==> src/rtl/el_dr_sink_if.sv <==
// Link and read-side bundle of el_dr_sink: dual-rail input with ack, and the
// valid/ready FIFO head with status outputs.
interface el_dr_sink_if #(
  parameter int unsigned WIDTH    = 32,
  parameter int unsigned RAIL_NUM = 2,
  parameter int unsigned DEPTH    = 4
);
  localparam int unsigned LVL_W = $clog2(DEPTH + 1);

  logic [RAIL_NUM*WIDTH-1:0] in;
  logic                      ack_o;
  logic [WIDTH-1:0]          data_o;
  logic                      valid_o;
  logic                      ready_i;
  logic [LVL_W-1:0]          level_o;
  logic [15:0]               word_cnt_o;
  logic                      err_o;

  modport master (
    output in, ready_i,
    input  ack_o, data_o, valid_o, level_o, word_cnt_o, err_o
  );

  modport slave (
    input  in, ready_i,
    output ack_o, data_o, valid_o, level_o, word_cnt_o, err_o
  );
endinterface

==> src/rtl/el_dr_sink.sv <==
// Clocked sink for a dual-rail 4-phase link: synchronises the rails, acks each
// codeword and spacer, and buffers decoded words in a first-word-fall-through FIFO.
module el_dr_sink #(
  parameter int unsigned WIDTH       = 32,
  parameter int unsigned RAIL_NUM    = 2,
  parameter int unsigned DEPTH       = 4,
  parameter int unsigned SYNC_STAGES = 2
) (
  input logic         clk,
  input logic         rst,
  el_dr_sink_if.slave bus
);
  localparam int unsigned RAIL_W = RAIL_NUM * WIDTH;
  localparam int unsigned LVL_W  = $clog2(DEPTH + 1);
  localparam int unsigned PTR_W  = $clog2(DEPTH);
  localparam int unsigned CNT_W  = 16;

  typedef enum logic {S_WAIT_DATA, S_WAIT_NULL} state_e;

  logic [RAIL_W-1:0] sync_q [SYNC_STAGES];
  logic [RAIL_W-1:0] sync_d [SYNC_STAGES];
  logic [WIDTH-1:0]  mem_q  [DEPTH];
  logic [WIDTH-1:0]  mem_d  [DEPTH];

  state_e            state_q, state_d;
  logic              ack_q, ack_d;
  logic              err_q, err_d;
  logic              valid_q, valid_d;
  logic [WIDTH-1:0]  data_q, data_d;
  logic [PTR_W-1:0]  wptr_q, wptr_d;
  logic [PTR_W-1:0]  rptr_q, rptr_d;
  logic [LVL_W-1:0]  level_q, level_d;
  logic [CNT_W-1:0]  word_cnt_q, word_cnt_d;

  logic [WIDTH-1:0]  t_rail_c, f_rail_c;
  logic              complete_c, spacer_c, illegal_c;
  logic              pop_c, push_c, can_push_c;

  // Rail synchroniser chain
  always_comb begin
    sync_d[0] = bus.in;
    for (int k = 1; k < SYNC_STAGES; k++) sync_d[k] = sync_q[k-1];
  end

  // Split synced pairs into true/false rails and classify the codeword
  always_comb begin
    t_rail_c = '0;
    f_rail_c = '0;
    for (int i = 0; i < WIDTH; i++) begin
      t_rail_c[i] = sync_q[SYNC_STAGES-1][2*i+1];
      f_rail_c[i] = sync_q[SYNC_STAGES-1][2*i];
    end
    complete_c = &(t_rail_c ^ f_rail_c);
    spacer_c   = ~|sync_q[SYNC_STAGES-1];
    illegal_c  = |(t_rail_c & f_rail_c);
  end

  always_comb begin
    state_d    = state_q;
    ack_d      = ack_q;
    err_d      = err_q | illegal_c;
    word_cnt_d = word_cnt_q;
    mem_d      = mem_q;
    wptr_d     = wptr_q;
    rptr_d     = rptr_q;
    push_c     = 1'b0;
    pop_c      = valid_q & bus.ready_i;
    // A full FIFO still accepts when its head leaves on the same edge
    can_push_c = (level_q < LVL_W'(DEPTH)) | pop_c;

    case (state_q)
      S_WAIT_DATA: begin
        if (!illegal_c && complete_c && can_push_c) begin
          push_c     = 1'b1;
          ack_d      = 1'b1;
          word_cnt_d = word_cnt_q + CNT_W'(1);
          state_d    = S_WAIT_NULL;
        end
      end
      S_WAIT_NULL: begin
        if (spacer_c) begin
          ack_d   = 1'b0;
          state_d = S_WAIT_DATA;
        end
      end
      default: begin
        ack_d   = 1'b0;
        state_d = S_WAIT_DATA;
      end
    endcase

    if (push_c) begin
      mem_d[wptr_q] = t_rail_c;
      wptr_d        = wptr_q + PTR_W'(1);
    end
    if (pop_c) rptr_d = rptr_q + PTR_W'(1);

    level_d = level_q + LVL_W'(push_c) - LVL_W'(pop_c);
    valid_d = (level_d != '0);
    data_d  = mem_d[rptr_d];
  end

  always_ff @(posedge clk) begin
    if (rst) begin
      for (int k = 0; k < SYNC_STAGES; k++) sync_q[k] <= '0;
      for (int i = 0; i < DEPTH; i++) mem_q[i] <= '0;
      state_q    <= S_WAIT_DATA;
      ack_q      <= 1'b0;
      err_q      <= 1'b0;
      valid_q    <= 1'b0;
      data_q     <= '0;
      wptr_q     <= '0;
      rptr_q     <= '0;
      level_q    <= '0;
      word_cnt_q <= '0;
    end else begin
      sync_q     <= sync_d;
      mem_q      <= mem_d;
      state_q    <= state_d;
      ack_q      <= ack_d;
      err_q      <= err_d;
      valid_q    <= valid_d;
      data_q     <= data_d;
      wptr_q     <= wptr_d;
      rptr_q     <= rptr_d;
      level_q    <= level_d;
      word_cnt_q <= word_cnt_d;
    end
  end

  assign bus.ack_o      = ack_q;
  assign bus.data_o     = data_q;
  assign bus.valid_o    = valid_q;
  assign bus.level_o    = level_q;
  assign bus.word_cnt_o = word_cnt_q;
  assign bus.err_o      = err_q;
endmodule
==> src/flat_wrapper.sv <==
// flat-port wrapper written by rule: the top's interface ports become plain ports
module el_dr_sink_flat 
#(
  parameter int unsigned WIDTH       = 32,
  parameter int unsigned RAIL_NUM    = 2,
  parameter int unsigned DEPTH       = 4,
  parameter int unsigned SYNC_STAGES = 2
)
  (clk, rst, bus_in, bus_ready_i, bus_ack_o, bus_data_o, bus_valid_o, bus_level_o, bus_word_cnt_o, bus_err_o);
  el_dr_sink_if #(.WIDTH(WIDTH), .RAIL_NUM(RAIL_NUM), .DEPTH(DEPTH)) bus_i ();
  input logic clk;
  input logic rst;
  input wire logic [$bits(bus_i.in)-1:0] bus_in;
  input wire logic [$bits(bus_i.ready_i)-1:0] bus_ready_i;
  output wire logic [$bits(bus_i.ack_o)-1:0] bus_ack_o;
  output wire logic [$bits(bus_i.data_o)-1:0] bus_data_o;
  output wire logic [$bits(bus_i.valid_o)-1:0] bus_valid_o;
  output wire logic [$bits(bus_i.level_o)-1:0] bus_level_o;
  output wire logic [$bits(bus_i.word_cnt_o)-1:0] bus_word_cnt_o;
  output wire logic [$bits(bus_i.err_o)-1:0] bus_err_o;
  assign bus_i.in = bus_in;
  assign bus_i.ready_i = bus_ready_i;
  assign bus_ack_o = bus_i.ack_o;
  assign bus_data_o = bus_i.data_o;
  assign bus_valid_o = bus_i.valid_o;
  assign bus_level_o = bus_i.level_o;
  assign bus_word_cnt_o = bus_i.word_cnt_o;
  assign bus_err_o = bus_i.err_o;
  el_dr_sink #(.WIDTH(WIDTH), .RAIL_NUM(RAIL_NUM), .DEPTH(DEPTH), .SYNC_STAGES(SYNC_STAGES)) u_core (.clk(clk), .rst(rst), .bus(bus_i));
endmodule
==> config.mk <==
export PLATFORM = sky130hd
export DESIGN_NAME = el_dr_sink_flat
export DESIGN_NICKNAME = d
export VERILOG_FILES = /design/src/rtl/el_dr_sink_if.sv /design/src/rtl/el_dr_sink.sv /design/src/flat_wrapper.sv
export SDC_FILE = /design/constraint.sdc
export NUM_CORES = 1
export LEC_CHECK = 0
export CORE_UTILIZATION = 56
export CTS_CLUSTER_SIZE = 28
export DETAILED_ROUTE_END_ITERATION = 16
export PLACE_DENSITY = 0.79
export SLEW_MARGIN = 5
export SYNTH_ARGS = -nofsm -noshare
export SYNTH_HDL_FRONTEND = slang
export SYNTH_SLANG_ARGS = --single-unit
==> constraint.sdc <==
create_clock -name clk -period 3.1 [get_ports clk]
set_input_delay 0.93 -clock clk [delete_from_list [all_inputs] [get_ports clk]]
set_output_delay 0.93 -clock clk [all_outputs]
set_load 0.005 [all_outputs]
---- Word-level counts from Yosys, hierarchy flattened ----
Cells that the tools add are included.
word-level totals
  bits in registers ....................... 315
  bits of input ports ..................... 67
  output and inout port bits .............. 54
operators by class
  add/sub/neg operators ................... 5
  $lt $le $gt $ge ......................... 4
  eq/ne operators ......................... 2
  multiplexer cells ....................... 15
  bitwise logic cells ..................... 8
  reductions and logical operators ........ 10
operators by type and width
  operator                 number
  $bwmux W128              1
  $mux W128                1
  $mux W32                 3
  $bmux W32 S2             1
  $demux W32 S2            1
  $reduce_or A64 Y1        1
  $and A32 B32 Y32         1
  $reduce_and A32 Y1       1
  $reduce_or A32 Y1        1
  $xor A32 B32 Y32         1
  $add A16 B1 Y16 const B  1
  $ge A3 B3 Y1 const B     2
  $not A2 Y3               2
  $mux W1                  5
  $add A2 B1 Y2 const B    2
  $pmux W1 S2              2
  $reduce_and A2 Y1        2
  $add A3 B1 Y3            1
  $logic_and A1 B1 Y1      3
  $lt A3 B1 Y1 const B     1
  $lt A3 B3 Y1 const B     1
  $reduce_bool A3 Y1       1
  $sub A3 B1 Y3            1
  $mux W2                  1
  6 further kinds          7

---- Longest topological paths before layout ----
Gate-level depths: netlist (run 1).
  depth in word-level cells ............... 11
  mapped depth ............................ 12
  gate-level depth less buffers ........... 11

---- Worst setup path before layout (run 1) ----
No wires, ideal clock.
  path kind ............................... input to register
  start point ............................. input bus_ready_i
  end point ............................... register u_core.valid_q (netlist: u_core.bus.valid_o)
  library setup time ...................... 132 ps
  arrival time ............................ 2615 ps
  required time ........................... 2968 ps
  setup slack ............................. 353 ps
  stages .................................. 10
  path buffers ............................ 0
  cells stage by stage .................... nand2_2 > a2111oi_2 > nand4_1 > nor2_1 > ha_1 > inv_1 > fa_1 > xor2_1 > xnor2_1 > a31oi_1
on the way
  longest elaborated chain between the ends .. 8
ends and longest elaborated chain
  what                    line                source
  start, declared         flat_wrapper.sv:14  input wire logic [$bits(bus_i.ready_i)-1:0] bus_ready_i;
  $and A1 B1 Y1 (*)       el_dr_sink.sv:67    pop_c = valid_q & bus.ready_i;
  $or A1 B1 Y1            el_dr_sink.sv:69    can_push_c = (level_q < LVL_W'(DEPTH)) | pop_c;
  $logic_and A1 B1 Y1     el_dr_sink.sv:73    if (!illegal_c && complete_c && can_push_c) begin
  $mux W1                 el_dr_sink.sv:73
  $mux W1                 el_dr_sink.sv:71    case (state_q)
  $add A3 B1 Y3           el_dr_sink.sv:98    level_d = level_q + LVL_W'(push_c) - LVL_W'(pop_c);
  $sub A3 B1 Y3 (*)       el_dr_sink.sv:98
  $reduce_bool A3 Y1 (*)  el_dr_sink.sv:99    valid_d = (level_d != '0);
  end signal, assigned    el_dr_sink.sv:122   valid_q <= valid_d;
  end, declared           el_dr_sink.sv:28    logic valid_q, valid_d;
Mark *: on every way between the ends. The rest lies on a longest branch, timed or not.
A chain may end at the register's enable or synchronous reset.

---- Final worst setup path (run 1) ----
  start point ............................. register u_core.sync_q[59] in the netlist's numbering
  end point ............................... register u_core.valid_q (netlist: u_core.bus.valid_o)
on the way
  longest elaborated chain between the ends .. 10
  elaborated cells between the ends (all ways) .. 12
  those cells by class .................... add/sub (2); mux (2); bitwise (2); reduce/logical (6)
ends and longest elaborated chain
  what                                  line               source
  start, declared                       el_dr_sink.sv:20   logic [RAIL_W-1:0] sync_q [SYNC_STAGES];
  start signal, assigned                el_dr_sink.sv:117  sync_q <= sync_d;
  $and A32 B32 Y32                      el_dr_sink.sv:55   illegal_c = |(t_rail_c & f_rail_c);
  $reduce_or A32 Y1                     el_dr_sink.sv:55
  $logic_not A1 Y1                      el_dr_sink.sv:73
  $logic_and A1 B1 Y1 (*) (2 in a row)  el_dr_sink.sv:73
  $mux W1 (*)                           el_dr_sink.sv:73
  $mux W1 (*)                           el_dr_sink.sv:71
  $add A3 B1 Y3 (*)                     el_dr_sink.sv:98
  $sub A3 B1 Y3 (*)                     el_dr_sink.sv:98
  $reduce_bool A3 Y1 (*)                el_dr_sink.sv:99
Marks and branches as above.

==> out/metrics.cfg, run 1 <==
[yosys]
yosysUniqueCellTypes = 50
yosys_warnings = 0
synth_seq_cells = 315
synth_enable_flop_cells = 0
dominantRegCellSynth = sky130_fd_sc_hd__dfxtp_1
post_synth_mux_area_share_pct = 0.6500
synth_top_family_by_area = simple AND/OR/NAND/NOR gates
synth_seq_area_share_pct = 52.84
synthCells = 1306
synth_adder_area_share_pct = 4.256
xor_xnor_cell_area_share_of_the_yosys_netlist_pct = 0.6604
mappedNetlistArea_um2 = 11940
synthesis.nets = 1413
synth-simple-area-share_pct = 22.49
async_reset_ff_share_pct = 0
synth_area_per_cell_um2 = 9.139
synth_area_in_compound_gates_pct = 14.96

[floorplan]
die-width_um = 148.0
fp-row-count = 53
fp.coreArea_um2 = 20960
floorplan.initialDensity_pct = 56.96
die_area_um2 = 21900
floorplan.die.height_um = 148.0
ios = 121

[worst_setup_path]
arrival_worst_endpoint_ns = 3.23
critical_path.startpoint_type = flip-flop
crit-reg2reg-launch = u_core.sync_q[59]$_SDFF_PP0_
worstReg2RegEnd = u_core.bus.valid_o$_SDFF_PP0_
crit_type = reg2reg
critPathMaxFanout = 8
timing.reg2reg.worst_path_depth = 11
worstSetupEndpointType = flip-flop
crit_path_start = u_core.sync_q[59]$_SDFF_PP0_
cp.required_ns = 3.52
ff2ff_setup_slack_ns = 0.28

[placed_design]
port_buffers = 120
finalWeightedCongestion = 0.9207
placement.setup.worst_slack_ns = -0.2264
dp_hpwl_um = 18540

[power_and_ir_drop]
leakage_nw = 5.256
power.density_nw_per_um2 = 621.7
power.ir.vdd_worst_uv = 420.4

[timing]
finalSetupViolCount = 0
period_share_pct = 90.86
hold-worst-slack_ns = 0.4321
clock_skew_ns = 0.01195
worst_pin_slew_ns = 0.5392
final-hold-violation-count = 0
rsz_0062_raised_after_global_routing = no
maxSlewViolCount = 0
fmax_achieved_mhz = 355.0
slew_headroom_pct = 64.05
fin_crit_ns = 2.817
post-route-worst-setup-slack_ns = 0.2833
fin_tns_setup_ns = 0

[global_routing]
grt_antenna_before_repair = 0
grt-ovfl-total = 0
pin_count_of_the_biggest_net_entering_global_routing = 122
grt_pass1_vias = 9462
grt_first_pass_wirelength_um = 47560
globalRouteTotalUtil_pct = 27.03

[route]
firstDrtPassIters = 7
vias = 9840
wl_per_cell_um = 17.49
drtIter0Drc = 864
wirelength_um = 29780
post_drt_via_cell_ratio = 5.778
drt.antenna.violating_nets = 0
drc_errors = 0

[clock_tree]
clk_latency_ns = 0.55
cts_hold_buf = 0
clk_root_buffer_cell = sky130_fd_sc_hd__clkbuf_16
tritoncts = yes
ctsLongestPathBuffers = 3
post_cts_resized = 0
max_h_tree_level = 1
tritoncts.num_buffers = 30
clock_sinks = 315
clkSlewWorstSetupHoldPaths_ns = 0.06
cts_setup_buffers = 0

[final_layout]
final_cell_mix = 315 x sky130_fd_sc_hd__dfxtp_1, 277 x sky130_fd_sc_hd__nand2_1, 137 x sky130_fd_sc_hd__a21oi_1, 131 x sky130_fd_sc_hd__nor2b_1, 119 x sky130_fd_sc_hd__clkdlybuf4s50_1
diodes = 0
area_growth_pct = 22.29
layout_net_count = 1512
drive_gt1_share_pct = 8.894
final_core_util_pct = 69.65
layout.cells.most_common = sky130_fd_sc_hd__dfxtp_1

[hold_path]
hp-class = reg2reg
hold_end = u_core.sync_q[53]$_SDFF_PP0_
source_of_the_worst_hold_timing_path = u_core.sync_d[53]$_SDFF_PP0_
worst_hold_path.num_cells = 1

[run]
max-cap-violations = 0

[status]
status = complete, no violations

[cell families (layout without fill, tap and decap cells)]
logic type	count (synthesis)	count (layout)
xor gates and xnor gates	9	9
adders and majority gates	40	40
DFF	315	315
AOI/OAI and AO/OA	281	281
buffers and inverters	102	224
muxes	7	7
and+or+nand+nor	552	552
[metal layers]
metal	global-route usage [%]	part of all wire, %	vias to the layer above	routed length, um
met5	0	0	-	0
met2	45.66	48	448	14280
met4	10.41	2.8	0	826
met1	35.25	42	4587	12390
met3	3.302	7.7	83	2290
li1	-	-	4722	-
[metrics by stage]
stage / instances / power, mW / instance area [um^2]
6_report: 1703 / 9.073 / 14600
5_1_grt: 1703 / 9.383 / 14600
4_1_cts: 1703 / 9.112 / 14600
3_5_place_dp: 1648 / 5.335 / 13550
3_3_place_gp: 1648 / 5.320 / 13550
2_1_floorplan: 1306 / 4.887 / 11940
[synthesized netlist by cell type (2+ instances only)]
cell type	count	share of area, %
sky130_fd_sc_hd__xnor2_1	5	0.37
sky130_fd_sc_hd__ha_1	39	4.1
sky130_fd_sc_hd__nor2_1	25	0.79
sky130_fd_sc_hd__a31oi_1	2	0.10
sky130_fd_sc_hd__nand2_1	277	8.7
sky130_fd_sc_hd__and2_1	2	0.10
sky130_fd_sc_hd__mux2i_1	4	0.34
sky130_fd_sc_hd__or4_1	4	0.25
sky130_fd_sc_hd__nor2b_1	131	6.9
sky130_fd_sc_hd__o22ai_1	62	3.2
sky130_fd_sc_hd__nand4_1	22	1.2
sky130_fd_sc_hd__buf_2	15	0.63
sky130_fd_sc_hd__nand2_2	2	0.10
sky130_fd_sc_hd__o21ai_0	32	1.3
sky130_fd_sc_hd__nor4_1	27	1.4
sky130_fd_sc_hd__buf_6	9	0.85
sky130_fd_sc_hd__o221ai_1	14	1.0
sky130_fd_sc_hd__o21ai_1	2	0.084
sky130_fd_sc_hd__inv_1	9	0.28
sky130_fd_sc_hd__a21oi_1	137	5.7
sky130_fd_sc_hd__nor3_1	32	1.3
sky130_fd_sc_hd__and4_1	4	0.29
sky130_fd_sc_hd__and3_1	5	0.26
sky130_fd_sc_hd__a31o_2	4	0.29
sky130_fd_sc_hd__buf_4	7	0.44
sky130_fd_sc_hd__or3_1	5	0.26
sky130_fd_sc_hd__o211ai_1	4	0.25
sky130_fd_sc_hd__o221ai_2	17	2.1
sky130_fd_sc_hd__clkbuf_1	60	1.9
sky130_fd_sc_hd__mux2_2	2	0.19
sky130_fd_sc_hd__dfxtp_1	315	53
sky130_fd_sc_hd__nand3_1	10	0.42
sky130_fd_sc_hd__xor2_1	4	0.29
[report_power, final]
group	internal [mW]	total [mW]	leakage (nW)	switching [mW]
Combinational	0.456	0.962	2.18	0.506
Sequential	4.19	4.30	2.57	0.115
Clock	2.30	3.81	0.510	1.50
Total	6.95	9.07	5.26	2.12
[final cells by class]
type	count	area (um^2)
Multi-Input combinational cell	889	5161
Fill cell	1602	6360
Inverter	10	37.54
Timing Repair Buffer	159	1698
Clock inverter	11	163.9
Tap cell	275	344.1
Clock buffer	44	884.6
Sequential cell	315	6306
[worst max path at each step]
| stage | to | slack [ns] | cells after the start |
|---|---|---|---|
| detailed placement | u_core.bus.valid_o$_SDFF_PP0_ | -0.23 | 11 |
| global placement | u_core.bus.valid_o$_SDFF_PP0_ | -0.15 | 11 |
| global route | u_core.bus.valid_o$_SDFF_PP0_ | 0.06 | 11 |
| CTS | u_core.bus.valid_o$_SDFF_PP0_ | 0.29 | 11 |
| finish | u_core.bus.valid_o$_SDFF_PP0_ | 0.28 | 11 |
| floorplan | u_core.bus.valid_o$_SDFF_PP0_ | 0.35 | 10 |
[state kept, by name, summed over array words and instances, names as in the netlist]
register / flops
u_core.bus.ack_o: 1
u_core.bus.data_o: 32
u_core.bus.err_o: 1
u_core.bus.level_o: 3
u_core.bus.valid_o: 1
u_core.bus.word_cnt_o: 16
u_core.f_rail_c: 32
u_core.mem_q: 128
u_core.rptr_q: 2
u_core.state_q: 1
u_core.sync_d: 64
u_core.sync_q: 32
u_core.wptr_q: 2
[worst max-delay path: stages (launching register included)]
cell and delay, ns:
sky130_fd_sc_hd__dfxtp_1 0.44, sky130_fd_sc_hd__ha_1 0.37, sky130_fd_sc_hd__nand4_1 0.12, sky130_fd_sc_hd__nor4_1 0.40, sky130_fd_sc_hd__nand4_1 0.19, sky130_fd_sc_hd__nor2_1 0.12, sky130_fd_sc_hd__ha_1 0.15, sky130_fd_sc_hd__inv_1 0.05
sky130_fd_sc_hd__fa_1 0.37, sky130_fd_sc_hd__xor2_1 0.16, sky130_fd_sc_hd__xnor2_1 0.20, sky130_fd_sc_hd__a31oi_1 0.11
(Power assumes the default switching activity.)
==> inputs of run 2 (changes only) <==
--- a/config.mk
+++ b/config.mk
@@ -5,10 +5,10 @@
 export SDC_FILE = /design/constraint.sdc
 export NUM_CORES = 1
 export LEC_CHECK = 0
-export CORE_UTILIZATION = 56
+export CORE_UTILIZATION = 50
 export CTS_CLUSTER_SIZE = 28
 export DETAILED_ROUTE_END_ITERATION = 16
-export PLACE_DENSITY = 0.79
+export PLACE_DENSITY = 0.72
 export SLEW_MARGIN = 5
 export SYNTH_ARGS = -nofsm -noshare
 export SYNTH_HDL_FRONTEND = slang
==> out/metrics.cfg, run 2 (synthesis gave the netlist of run 1 again) <==
[route]
vias = 9827
drc_errors = 0
wirelength_um = 29730
wl_per_cell_um = 16.66
drt.antenna.violating_nets = 0
drtIter0Drc = 687
firstDrtPassIters = 5
post_drt_via_cell_ratio = 5.508

[clock_tree]
clk_latency_ns = 0.57
cts_setup_buffers = 0
clk_root_buffer_cell = sky130_fd_sc_hd__clkbuf_16
tritoncts.num_buffers = 31
post_cts_resized = 0
tritoncts = yes
clkSlewWorstSetupHoldPaths_ns = 0.06
ctsLongestPathBuffers = 3
clock_sinks = 315
max_h_tree_level = 1
cts_hold_buf = 0

[worst_setup_path]
crit_path_top_delay_cell = sky130_fd_sc_hd__clkdlybuf4s50_1
arrival_worst_endpoint_ns = 3.27
critical_path.n_buffers_inverters = 2
slowest_delay_ns = 0.54
cp_top_family = buffers and inverters
worstSetupEndpointType = flip-flop
crit_type = in2reg
critPathMaxFanout = 3
cp.required_ns = 3.52
critical_path.startpoint_type = primary input
sequence_of_cells_on_the_critical_path = clkdlybuf4s50_1 > nand2_2 > a2111oi_2 > nand4_1 > nor2_1 > ha_1 > inv_1 > fa_1 > xor2_1 > xnor2_1 > a31oi_1

[hold_path]
hp-class = reg2reg

[run]
max-cap-violations = 0

[final_layout]
max_reg_flops = 128
final_core_util_pct = 63.96
area_growth_pct = 25.78
layout.cells.most_common = sky130_fd_sc_hd__dfxtp_1
regMostFlops = u_core.mem_q
diodes = 0
stdcell_area_um2 = 15010
final_cell_mix = 315 x sky130_fd_sc_hd__dfxtp_1, 277 x sky130_fd_sc_hd__nand2_1, 137 x sky130_fd_sc_hd__a21oi_1, 131 x sky130_fd_sc_hd__nor2b_1, 119 x sky130_fd_sc_hd__clkdlybuf4s50_1
layout_net_count = 1548
drive_gt1_share_pct = 11.19

[timing]
worst_pin_slew_ns = 0.6054
final-hold-violation-count = 0
rsz_0062_raised_after_global_routing = no
finalSetupViolCount = 0
slew_headroom_pct = 59.64
hold-worst-slack_ns = 0.4279
fmax_achieved_mhz = 350.9
fin_crit_ns = 2.850
maxSlewViolCount = 0
period_share_pct = 91.94
fin_tns_setup_ns = 0
clock_skew_ns = 0.02870

[floorplan]
ios = 121
die_area_um2 = 24490
floorplan.initialDensity_pct = 50.85
fp.coreArea_um2 = 23470
fp-row-count = 56
floorplan.die.height_um = 156.5
die-width_um = 156.5

[placed_design]
dp_hpwl_um = 19910
finalWeightedCongestion = 0.8593
post_dp_cell_area_um2 = 13950
port_buffers = 120

[power_and_ir_drop]
power.density_nw_per_um2 = 613.4
leakage_nw = 5.468
power.ir.vdd_worst_uv = 428.1

[status]
status = complete, no violations

[global_routing]
globalRouteTotalUtil_pct = 24.27
grt-ovfl-total = 0
grt_antenna_before_repair = 0
grt_first_pass_wirelength_um = 47060
grt_pass1_vias = 9184
pin_count_of_the_biggest_net_entering_global_routing = 113

## run 2: cell types whose count changed in the layout (fill, tap and decap cells not counted), sizes merged
cell,change
clkinv,+2
inv,+1
clkinvlp,-1
buf,+35
## run 2: report_power, final
part | switching (mW) | internal [mW] | leakage (nW)
clock | 1.54 | 2.31 | 0.522
sequential | 0.104 | 4.19 | 2.57
combinational | 0.530 | 0.531 | 2.38
total | 2.18 | 7.03 | 5.47
## run 2: stage by stage
stage                     std cells  total power, mW  setup slack [ns]
after global routing           1784            9.520            0.1479
after floorplan                1306            4.887            0.3529
final                          1784            9.208            0.2498
after CTS                      1784            9.253            0.2531
after detailed placement       1727            5.434           -0.3259
after global placement         1727            5.420           -0.2328
## run 2: area by class of cell
cell class,instances,area [um^2]
Inverter,10,37.54
Multi-Input combinational cell,889,5161
Sequential cell,315,6306
Clock buffer,44,884.6
Clock inverter,13,175.2
Fill cell,1949,8461
Timing Repair Buffer,194,2048
Tap cell,319,399.1
## run 2: worst paths after layout
path	startpoint	to	slack (ns)	cells after the start
max	bus_ready_i	u_core.bus.valid_o$_SDFF_PP0_	0.25	11
min	u_core.sync_d[17]$_SDFF_PP0_	u_core.sync_q[17]$_SDFF_PP0_	0.43	1
max reg2reg	u_core.sync_q[9]$_SDFF_PP0_	u_core.bus.valid_o$_SDFF_PP0_	0.26	11
min reg2reg	u_core.sync_d[17]$_SDFF_PP0_	u_core.sync_q[17]$_SDFF_PP0_	0.43	1
## run 2: per-layer routing
layer | vias up | GRT usage [%] | share of wire, %
li1 | 4798 | - | -
met1 | 4591 | 32.07 | 44
met2 | 376 | 40.16 | 46
met3 | 62 | 3.295 | 6.8
met4 | 0 | 9.477 | 2.7
met5 | - | 0 | 0
